<file path="src/rtl/simon_rkey_if.sv">
// Round-key stream between simon_rkey_rev and the inverse round datapath.
//   rk_valid : source holds a round key on rk_out
//   rk_ready : sink accepts rk_out when rk_valid & rk_ready
//   rk_out   : 16-bit round key
//   rk_idx   : index of rk_out (31 down to 0)
//   rk_last  : marks the final key (rk_idx == 0)
interface simon_rkey_if;
  logic        rk_valid;
  logic        rk_ready;
  logic [15:0] rk_out;
  logic [4:0]  rk_idx;
  logic        rk_last;

  modport master (output rk_valid, rk_out, rk_idx, rk_last, input rk_ready);
  modport slave  (input rk_valid, rk_out, rk_idx, rk_last, output rk_ready);
endinterface

</file>
<file path="src/rtl/simon_rkey_rev.sv">
// Decryption-side round-key source for Simon32/64.
// Loads the 64-bit master key, expands the schedule forward NROUNDS-4 steps
// so that a 4-word window holds the last four round keys, then walks the
// schedule backwards, streaming k31..k0 over the rk stream interface.
// Only the 4-word window is stored; earlier keys are recomputed by the
// inverse step on each handshake.
// Ports:
//   clk, reset_n : clock (rising edge), asynchronous active-low reset
//   key_in       : master key, [15:0]=k0 .. [63:48]=k3
//   start        : load key_in and begin; sampled only in IDLE
//   busy         : high from the start-accept edge until done
//   done         : one-cycle pulse after k0 is accepted
//   err          : sticky self-check failure (0 unless feature enabled)
//   rk           : round-key stream (master side)
// Optional feature: define SIMON_RKEY_SELFCHECK_EN to latch key_in at start
// and compare the regenerated k3..k0 against it; err is tied 0 otherwise.
module simon_rkey_rev #(
  parameter logic [61:0] Z_CONST = 62'h3E8958737D12B0E6,
  parameter logic [15:0] C_CONST = 16'hFFFC,
  parameter int          NROUNDS = 32
) (
  input  logic               clk,
  input  logic               reset_n,
  input  logic [63:0]        key_in,
  input  logic               start,
  output logic               busy,
  output logic               done,
  output logic               err,
  simon_rkey_if.master       rk
);

  localparam int NSTEPS = NROUNDS - 4;

  typedef enum logic [1:0] {IDLE = 2'd0, EXPAND = 2'd1, EMIT = 2'd2} state_t;

  state_t           state_q, state_d;
  logic [3:0][15:0] win_q, win_d;     // {w3,w2,w1,w0}
  logic [4:0]       step_q, step_d;
  logic [4:0]       idx_q, idx_d;
  logic             done_q, done_d;

  function automatic logic [15:0] ror1(input logic [15:0] x);
    return {x[0], x[15:1]};
  endfunction

  function automatic logic [15:0] ror3(input logic [15:0] x);
    return {x[2:0], x[15:3]};
  endfunction

  // z bit i is taken MSB-first from the constant
  function automatic logic zbit(input logic [4:0] i);
    logic [61:0] zc;
    zc = Z_CONST;
    return zc[6'd61 - {1'b0, i}];
  endfunction

  logic [15:0] t, f, u, g;
  logic [4:0]  zidx;
  logic        emit, hs;

  assign emit = (state_q == EMIT);
  assign hs   = emit & rk.rk_ready;

  // forward step: next key from the oldest word
  assign t = ror3(win_q[3]) ^ win_q[1];
  assign f = C_CONST ^ {15'd0, zbit(step_q)} ^ win_q[0] ^ t ^ ror1(t);

  // inverse step: the same relation solved for k[idx-4]
  assign zidx = (idx_q >= 5'd4) ? idx_q - 5'd4 : 5'd0;
  assign u    = ror3(win_q[2]) ^ win_q[0];
  assign g    = win_q[3] ^ C_CONST ^ {15'd0, zbit(zidx)} ^ u ^ ror1(u);

  always_comb begin
    state_d = state_q;
    win_d   = win_q;
    step_d  = step_q;
    idx_d   = idx_q;
    done_d  = 1'b0;
    unique case (state_q)
      IDLE: begin
        if (start) begin
          win_d   = key_in;
          step_d  = 5'd0;
          idx_d   = 5'd0;
          state_d = EXPAND;
        end
      end
      EXPAND: begin
        win_d  = {f, win_q[3], win_q[2], win_q[1]};
        step_d = step_q + 5'd1;
        if (step_q == 5'(NSTEPS - 1)) begin
          state_d = EMIT;
          idx_d   = 5'(NROUNDS - 1);
          step_d  = 5'd0;
        end
      end
      EMIT: begin
        if (rk.rk_ready) begin
          // below idx 4 the window just drains; the zeros are never emitted
          if (idx_q >= 5'd4) win_d = {win_q[2], win_q[1], win_q[0], g};
          else               win_d = {win_q[2], win_q[1], win_q[0], 16'h0};
          if (idx_q == 5'd0) begin
            state_d = IDLE;
            done_d  = 1'b1;
          end else begin
            idx_d = idx_q - 5'd1;
          end
        end
      end
      default: state_d = IDLE;
    endcase
  end

  always_ff @(posedge clk or negedge reset_n) begin
    if (!reset_n) begin
      state_q <= IDLE;
      win_q   <= '0;
      step_q  <= '0;
      idx_q   <= '0;
      done_q  <= 1'b0;
    end else begin
      state_q <= state_d;
      win_q   <= win_d;
      step_q  <= step_d;
      idx_q   <= idx_d;
      done_q  <= done_d;
    end
  end

  assign busy        = (state_q != IDLE);
  assign done        = done_q;
  assign rk.rk_valid = emit;
  assign rk.rk_out   = emit ? win_q[3] : 16'h0;
  assign rk.rk_idx   = idx_q;
  assign rk.rk_last  = emit & (idx_q == 5'd0);

`ifdef SIMON_RKEY_SELFCHECK_EN
  // k3..k0 regenerated by the inverse walk must equal the loaded key words
  logic [3:0][15:0] key_q, key_d;
  logic             err_q, err_d;

  always_comb begin
    key_d = key_q;
    err_d = err_q;
    if (state_q == IDLE && start) begin
      key_d = key_in;
      err_d = 1'b0;
    end else if (hs && idx_q < 5'd4 && win_q[3] != key_q[idx_q[1:0]]) begin
      err_d = 1'b1;
    end
  end

  always_ff @(posedge clk or negedge reset_n) begin
    if (!reset_n) begin
      key_q <= '0;
      err_q <= 1'b0;
    end else begin
      key_q <= key_d;
      err_q <= err_d;
    end
  end

  assign err = err_q;
`else
  assign err = 1'b0;
`endif

endmodule

</file>
<file path="src/flat_wrapper.sv">
// flat-port wrapper written by rule: the top's interface ports become plain ports
module simon_rkey_rev_flat 
#(
  parameter logic [61:0] Z_CONST = 62'h3E8958737D12B0E6,
  parameter logic [15:0] C_CONST = 16'hFFFC,
  parameter int          NROUNDS = 32
)
  (clk, reset_n, key_in, start, busy, done, err, rk_rk_valid, rk_rk_out, rk_rk_idx, rk_rk_last, rk_rk_ready);
  simon_rkey_if rk_i ();
  input  logic clk;
  input  logic reset_n;
  input  logic [63:0] key_in;
  input  logic start;
  output logic busy;
  output logic done;
  output logic err;
  output wire logic [$bits(rk_i.rk_valid)-1:0] rk_rk_valid;
  output wire logic [$bits(rk_i.rk_out)-1:0] rk_rk_out;
  output wire logic [$bits(rk_i.rk_idx)-1:0] rk_rk_idx;
  output wire logic [$bits(rk_i.rk_last)-1:0] rk_rk_last;
  input wire logic [$bits(rk_i.rk_ready)-1:0] rk_rk_ready;
  assign rk_rk_valid = rk_i.rk_valid;
  assign rk_rk_out = rk_i.rk_out;
  assign rk_rk_idx = rk_i.rk_idx;
  assign rk_rk_last = rk_i.rk_last;
  assign rk_i.rk_ready = rk_rk_ready;
  simon_rkey_rev #(.Z_CONST(Z_CONST), .C_CONST(C_CONST), .NROUNDS(NROUNDS)) u_core (.clk(clk), .reset_n(reset_n), .key_in(key_in), .start(start), .busy(busy), .done(done), .err(err), .rk(rk_i));
endmodule
</file>
<file path="config.mk">
export PLATFORM = sky130hd
export DESIGN_NAME = simon_rkey_rev_flat
export DESIGN_NICKNAME = d
export VERILOG_FILES = /design/src/rtl/simon_rkey_if.sv /design/src/rtl/simon_rkey_rev.sv /design/src/flat_wrapper.sv
export SDC_FILE = /design/constraint.sdc
export NUM_CORES = 1
export LEC_CHECK = 0
export BUFFER_PORTS_ARGS = -buffer_cell sky130_fd_sc_hd__buf_2
export CAP_MARGIN = 20
export CORE_MARGIN = 5
export CORE_UTILIZATION = 58
export CTS_CLUSTER_SIZE = 25
export DETAILED_ROUTE_END_ITERATION = 10
export PLACE_DENSITY = 0.89
export SLEW_MARGIN = 5
export SYNTH_ARGS = -nofsm -noshare
export SYNTH_HDL_FRONTEND = slang
export SYNTH_SLANG_ARGS = --single-unit
</file>
<file path="constraint.sdc">
create_clock -name clk -period 2.7 [get_ports clk]
set_input_delay 0.27 -clock clk [delete_from_list [all_inputs] [get_ports clk]]
set_output_delay 0.27 -clock clk [all_outputs]
set_load 0.02 [all_outputs]
</file>
# Word level (Yosys, flattened, before mapping)
# Memories as Yosys holds them, arrays and structs flattened.
# Cells that the tools add are included.
op_classes:
  n_addsub: 5
  multipliers: 0
  div: 0
  order_cmp: 3
  n_eq_ne: 8
  shifts: 0
  n_mux: 23
  bitwise_logic: 10
  reduce_logical: 9
op_table:
  columns: ["cell", "count"]
  rows:
  - ["one-hot mux 64 bit (3 select lines)", 1]
  - ["two-way mux 64 bit", 2]
  - ["bitwise XOR 16 bit", 7]
  - ["two-way mux 16 bit", 2]
  - ["two-way mux 5 bit", 6]
  - ["bitwise XOR 16 x 1 -> 16 bit", 1]
  - ["one-hot mux 5 bit (3 select lines)", 1]
  - ["less-than comparator 6 x 7 -> 1 bit, second input constant", 2]
  - ["inverter 14 bit", 1]
  - ["subtractor 6 x 5 -> 6 bit, first input constant", 2]
  - ["one-hot mux 5 bit (2 select lines)", 1]
  - ["two-way mux 2 bit", 4]
  - ["!= test 2 bit, second input constant", 4]
  - ["one-hot mux 2 bit (3 select lines)", 1]
  - ["adder 5 x 1 -> 5 bit, second input constant", 1]
  - ["equality test 5 bit, second input constant", 1]
  - ["greater-or-equal comparator 5 x 3 -> 1 bit, second input constant", 1]
  - ["logical NOT 5 bit", 1]
  - ["two-way mux 1 bit", 5]
  - ["AND reduction 5 bit", 1]
  - ["subtractor 5 x 1 -> 5 bit, second input constant", 1]
  - ["subtractor 5 x 3 -> 5 bit, second input constant", 1]
  - ["AND reduction 4 bit", 1]
  - ["nonzero test 2 bit", 2]
  - ["other kinds (8)", 8]
totals:
  reg_bits: 77
  latchBits: 0
  ram_bits: 0
  romBits: 128
  inputBits: 68
  output_inout_bits: 26
  memories: 2
memory_table:
  columns: ["name", "depth", "width", "read_ports", "rd_ports_with_merged_regs", "wr", "line_no", "text"]
  rows:
  - ["(no name shown)", 64, 1, 1, 0, 0, "simon_rkey_rev.sv:54", "return zc[6'd61 - {1'b0, i}];"]
  - ["(no name shown)", 64, 1, 1, 0, 0, "simon_rkey_rev.sv:54", null]

# Depth between registers and ports, before layout
logic_depth:
  word_depth: 11
  depth_mapped: 14

# Worst setup path after synthesis
# No wires, ideal clock.
synth_path:
  kind: "register to register"
  start: "reg u_core.idx_q[0], in the netlist u_core.rk.rk_idx[0]"
  end: "reg u_core.win_q[0] (netlist name)"
  setup_ps: 130
  arrival_ps: 2220
  t_required_ps: 2570
  slack_ps: 350
  path_stages_with_launch: 14
  path_buffers: 1
  path_cell_list: "dfrtp_1 > buf_2 > inv_1 > ha_1 > nand2_1 > nand4_1 > nand2_1 > ha_1 > nor2_1 > or4_1 > nand4_1 > nand3_1 > xnor2_1 > o22ai_1"
synth_between:
  elab_chain_len: 11
  elab_cells_between_ends: 12
  cone_classes: "2 x add/sub; 1 x order compare; 5 x mux; 3 x bitwise; 1 x memory"
synth_rtl:
  columns: ["element", "line_no", "text"]
  rows:
  - ["start: declaration", "simon_rkey_rev.sv:39", "logic [4:0] idx_q, idx_d;"]
  - ["start signal: assignment", "simon_rkey_rev.sv:125", "idx_q <= idx_d;"]
  - ["subtractor 5 x 3 -> 5 bit or greater-or-equal comparator 5 x 3 -> 1 bit (tied branches)", "simon_rkey_rev.sv:69, simon_rkey_rev.sv:100", null]
  - ["two-way mux 5 bit", "simon_rkey_rev.sv:69", "assign zidx = (idx_q >= 5'd4) ? idx_q - 5'd4 : 5'd0;"]
  - ["subtractor 6 x 5 -> 6 bit", "simon_rkey_rev.sv:54", null]
  - ["memory (64 x 1 bit)", null, null]
  - ["two-way mux 1 bit (implied by the code)", "simon_rkey_rev.sv:54", null]
  - ["bitwise XOR 16 x 1 -> 16 bit", "simon_rkey_rev.sv:71", "assign g = win_q[3] ^ C_CONST ^ {15'd0, zbit(zidx)} ^ u ^ ror1(u);"]
  - ["bitwise XOR 16 bit (2 in series)", "simon_rkey_rev.sv:71", null]
  - ["two-way mux 16 bit (*)", "simon_rkey_rev.sv:100", "if (idx_q >= 5'd4) win_d = {win_q[2], win_q[1], win_q[0], g};"]
  - ["two-way mux 64 bit (*)", "simon_rkey_rev.sv:98", "if (rk.rk_ready) begin"]
  - ["one-hot mux 64 bit (3 select lines) (*)", "simon_rkey_rev.sv:79", "unique case (state_q)"]
  - ["end signal: assignment", "simon_rkey_rev.sv:123", "win_q <= win_d;"]
  - ["end: declaration", "simon_rkey_rev.sv:37", "logic [3:0][15:0] win_q, win_d;"]
# Every way passes the cells marked *; elsewhere a longest branch is shown, timed or not. The select of a mux whose other input is x is not followed.
# A chain may end at the register's enable or synchronous reset.

# Worst setup path in the final report
layout_path:
  start: "reg u_core.state_q[0]"
  end: "reg u_core.win_q[63] (netlist name)"
layout_between:
  elab_chain_len: 3
  elab_cells_between_ends: 8
  cone_classes: "4 x eq/ne; 1 x mux; 3 x reduce/logical"
layout_rtl:
  columns: ["element", "line_no", "text"]
  rows:
  - ["start: declaration", "simon_rkey_rev.sv:36", "state_t state_q, state_d;"]
  - ["start signal: assignment", "simon_rkey_rev.sv:122", "state_q <= state_d;"]
  - ["equality test 2 bit (tied with other cells)", "simon_rkey_rev.sv:79", null]
  - ["!= test 2 bit (no source line) or nonzero test 3 bit (tied branches)", null, null]
  - ["AND reduction 3 bit (no source line)", null, null]
# Parallel ways exist; a longest one is shown, timed or not.

==> impl_metrics.toml <==
[logic_synthesis]
ys_types = 48
synth_cells = 710
synth_top_family_by_area = "compound AO/OA/AOI/OAI gates"
yosysWarnings = 0
synth_compound_area_share_pct = 24.6
synth_top_area_share_pct = 33.8
synth_top_cell_by_area = "dfrtp_1"
synthAdderAreaFrac_pct = 3.95
syn_area_per_cell_um2 = 8.03
synth_commonest_cells = "132 x nand2_1, 112 x o21ai_0, 77 x dfrtp_1, 75 x xnor2_1, 46 x a22oi_1"
synth_mux_area_share_pct = 1.45
synth-seq-cells = 77
synth-seq-area-share_pct = 33.8
synth-async-reset-ratio_pct = 100
synth_xor_area_share_pct = 15.5
synth_edf_count = 0
ys_top_cells_by_area = "dfrtp_1 34%, xnor2_1 12%, o21ai_0 9.8%, nand2_1 8.7%, a22oi_1 6.1%"
synthSimpleGateAreaFrac_pct = 15.6
synth_ff_type = "dfrtp_1"
post-synth-top-count-cell = "nand2_1"
synthesis.nets = 796
syn_area_mm2 = 0.00570

[sta]
final.setup.worst_slack_ns = 0.211
finalSetupTns_ns = 0
tightestPinTransition_ns = 0.973
rsz0062_at_grt = "false"
fin_skew_ns = 0.0144
fin_crit_ns = 2.49
fmax_mhz = 402
finalCritPeriodShare_pct = 92.2
maxSlewViolCount = 0
finalSetupViolations = 0
hold_violations = 0
maxSlewHeadroom_pct = 35.1

[hold_path]
whs_path_depth = 2
hold_class = "in -> reg"

[clock_network]
post_cts_buffers = 0
clk_latency_ns = 0.35
clockBufferDepth = 2
htreeDepth = 3
cts_made_buffers = 9
cts_root_buffer = "clkbuf_8"
clk_pin_slew_worst_paths_ns = 0.09
cts_tree = "yes"
clock-sinks = 77

[global_route]
grt.overflow.total = 0
antenna_found_initial = 0
grt_pass1_vias = 5090
grt_usage_pct = 26.0
grt_pass1_wl_um = 24700
grt_max_degree = 107

[die]
pin_count = 94
die_area_mm2 = 0.0119
die_w_um = 109
fp-row-count = 36
start_util_pct = 58.9
core_area_mm2 = 0.00968
die_h_um = 109

[placement]
portBuffers = 92
place_hpwl_um = 10300
dp_slack_ns = 0.228
dp_cells = 891
gp_routability_congestion = 0.909

[worst_setup_path]
start_kind = "flop"
slowest_stage = "buf_4"
worstPathArrival_ns = 2.74
worstSetupPathType = "reg -> reg"
max_stage_delay_ns = 0.74
cpLargestDelayFamily = "buffers and inverters"
path_max_fanout = 106
cp-end-kind = "flop"
worstRegToRegCells = 7
crit_cells = 7
cp_cell_sequence = "inv_1, ha_2, nor2b_1, or3_4, buf_4, a211oi_1, a21o_1"
crit_buf_inv = 2
worstPathRequired_ns = 2.95

[final_layout]
utilization_pct = 67.3
n_antenna_cell = 0
synthToLayoutAreaGrowth_pct = 14.3
drive_gt1_share_pct = 16.2
final_cell_count_no_fill = 909
fin_nets = 857

[drt]
vias = 5428
via_per_inst = 5.97
wl_per_cell_um = 16.8
drt_iter0_markers = 493
drc_errors = 0
drt_pass1_iterations = 5
routed_wl_um = 15300
antenna_violating_nets_post_route = 0

[pwr]
irDropWorstVdd_v = 0.000749
leakage_nw = 2.86
power_density_mw_per_mm2 = 1630
p_total_mw = 10.6

[job]
drv_cap = 0

[outcome]
status = "completed"
[worst reg2reg max path: cells and delay by family, from the launching register on]
family	cells	cell delay [ns]
DFF	1	0.41
AOI/OAI and AO/OA	2	0.39
buffers and inverters	2	0.89
and+or+nand+nor	2	0.43
adders and majority gates	1	0.27
[cell usage in the layout (no fill, tap or decap), drive strengths merged, types with 2 or more instances in the layout]
cell type / instances
nand2: 132
o21ai: 113
buf: 101
dfrtp: 77
xnor2: 75
a22oi: 46
xor2: 26
a21oi: 24
nor2: 21
inv: 20
ha: 18
and2: 16
a21o: 15
a211oi: 13
clkbuf: 11
mux2i: 6
o211ai: 6
nor2b: 5
nand2b: 5
o22ai: 4
nor3: 4
bufinv: 3
or3: 3
nand4: 2
mux2: 2
a2111oi: 2
a311oi: 2
nor4: 2
a31oi: 2
and3: 2
nand3: 2
or4: 2
clkinv: 2
[registers in the layout, indices dropped and copies added, names as in the netlist]
signal,cells
u_core.step_q,5
u_core.rk.rk_idx,5
u_core.done,1
u_core.win_q,64
u_core.state_q,2
[final cells by class]
type | count | area [um^2]
tap | 133 | 166
inverter | 20 | 75.1
fill | 766 | 3170
clock buffer | 11 | 141
clock inverter | 5 | 108
timing repair buffer | 102 | 589
sequential | 77 | 1930
multi-input combinational | 561 | 3510
[power breakdown]
group | total (mW) | switching [mW] | internal [mW]
clock network | 1.11 | 0.465 | 0.644
registers | 2.59 | 0.847 | 1.74
logic | 6.95 | 3.90 | 3.05
total | 10.6 | 5.21 | 5.43
[through the flow]
step | hold slack (ns) | cell area (um^2)
floorplan | -0.0256 | 5700
global placement | 0.507 | 6230
detailed placement | 0.506 | 6230
CTS | 0.124 | 6470
global route | 0.180 | 6520
finish | 0.178 | 6520
[path summary, 6_finish.rpt]
| path | from | endpoint | slack [ns] |
|---|---|---|---|
| max | u_core.state_q[0] | u_core.win_q[63] | 0.21 |
| min | rk_rk_ready | u_core.done | 0.18 |
| max reg2reg | u_core.state_q[0] | u_core.win_q[63] | 0.21 |
| min reg2reg | u_core.win_q[16] | u_core.win_q[16] | 0.57 |
| max in group asynchronous | reset_n | u_core.win_q[24] | 1.78 |
| min in group asynchronous | reset_n | u_core.rk.rk_idx[3] | 0.33 |
[cell families after synthesis]
group           count (synthesis)
compound gates                232
fa+ha+maj                      18
simple gates                  201
flops                          77
xor+xnor                      101
buf+inv                        72
other cells                     1
mux                             8
[timing repair]
| action | in CTS | in global routing |
|---|---|---|
| resized for setup | 0 | 2 |
| setup endpoints to repair | 0 | 3 |
| endpoints found under the hold margin | 0 | 14 |
| hold buffers | 0 | 1 |
[per-layer routing]
layer | share of wire, % | wire length (um) | track usage (%)
met5 | 0 | 0 | 0
met4 | 2.1 | 323 | 8.48
met2 | 48 | 7370 | 42.1
met1 | 42 | 6460 | 35.7
met3 | 7.5 | 1150 | 3.79
No activity file was read; power rests on OpenSTA's default activity.
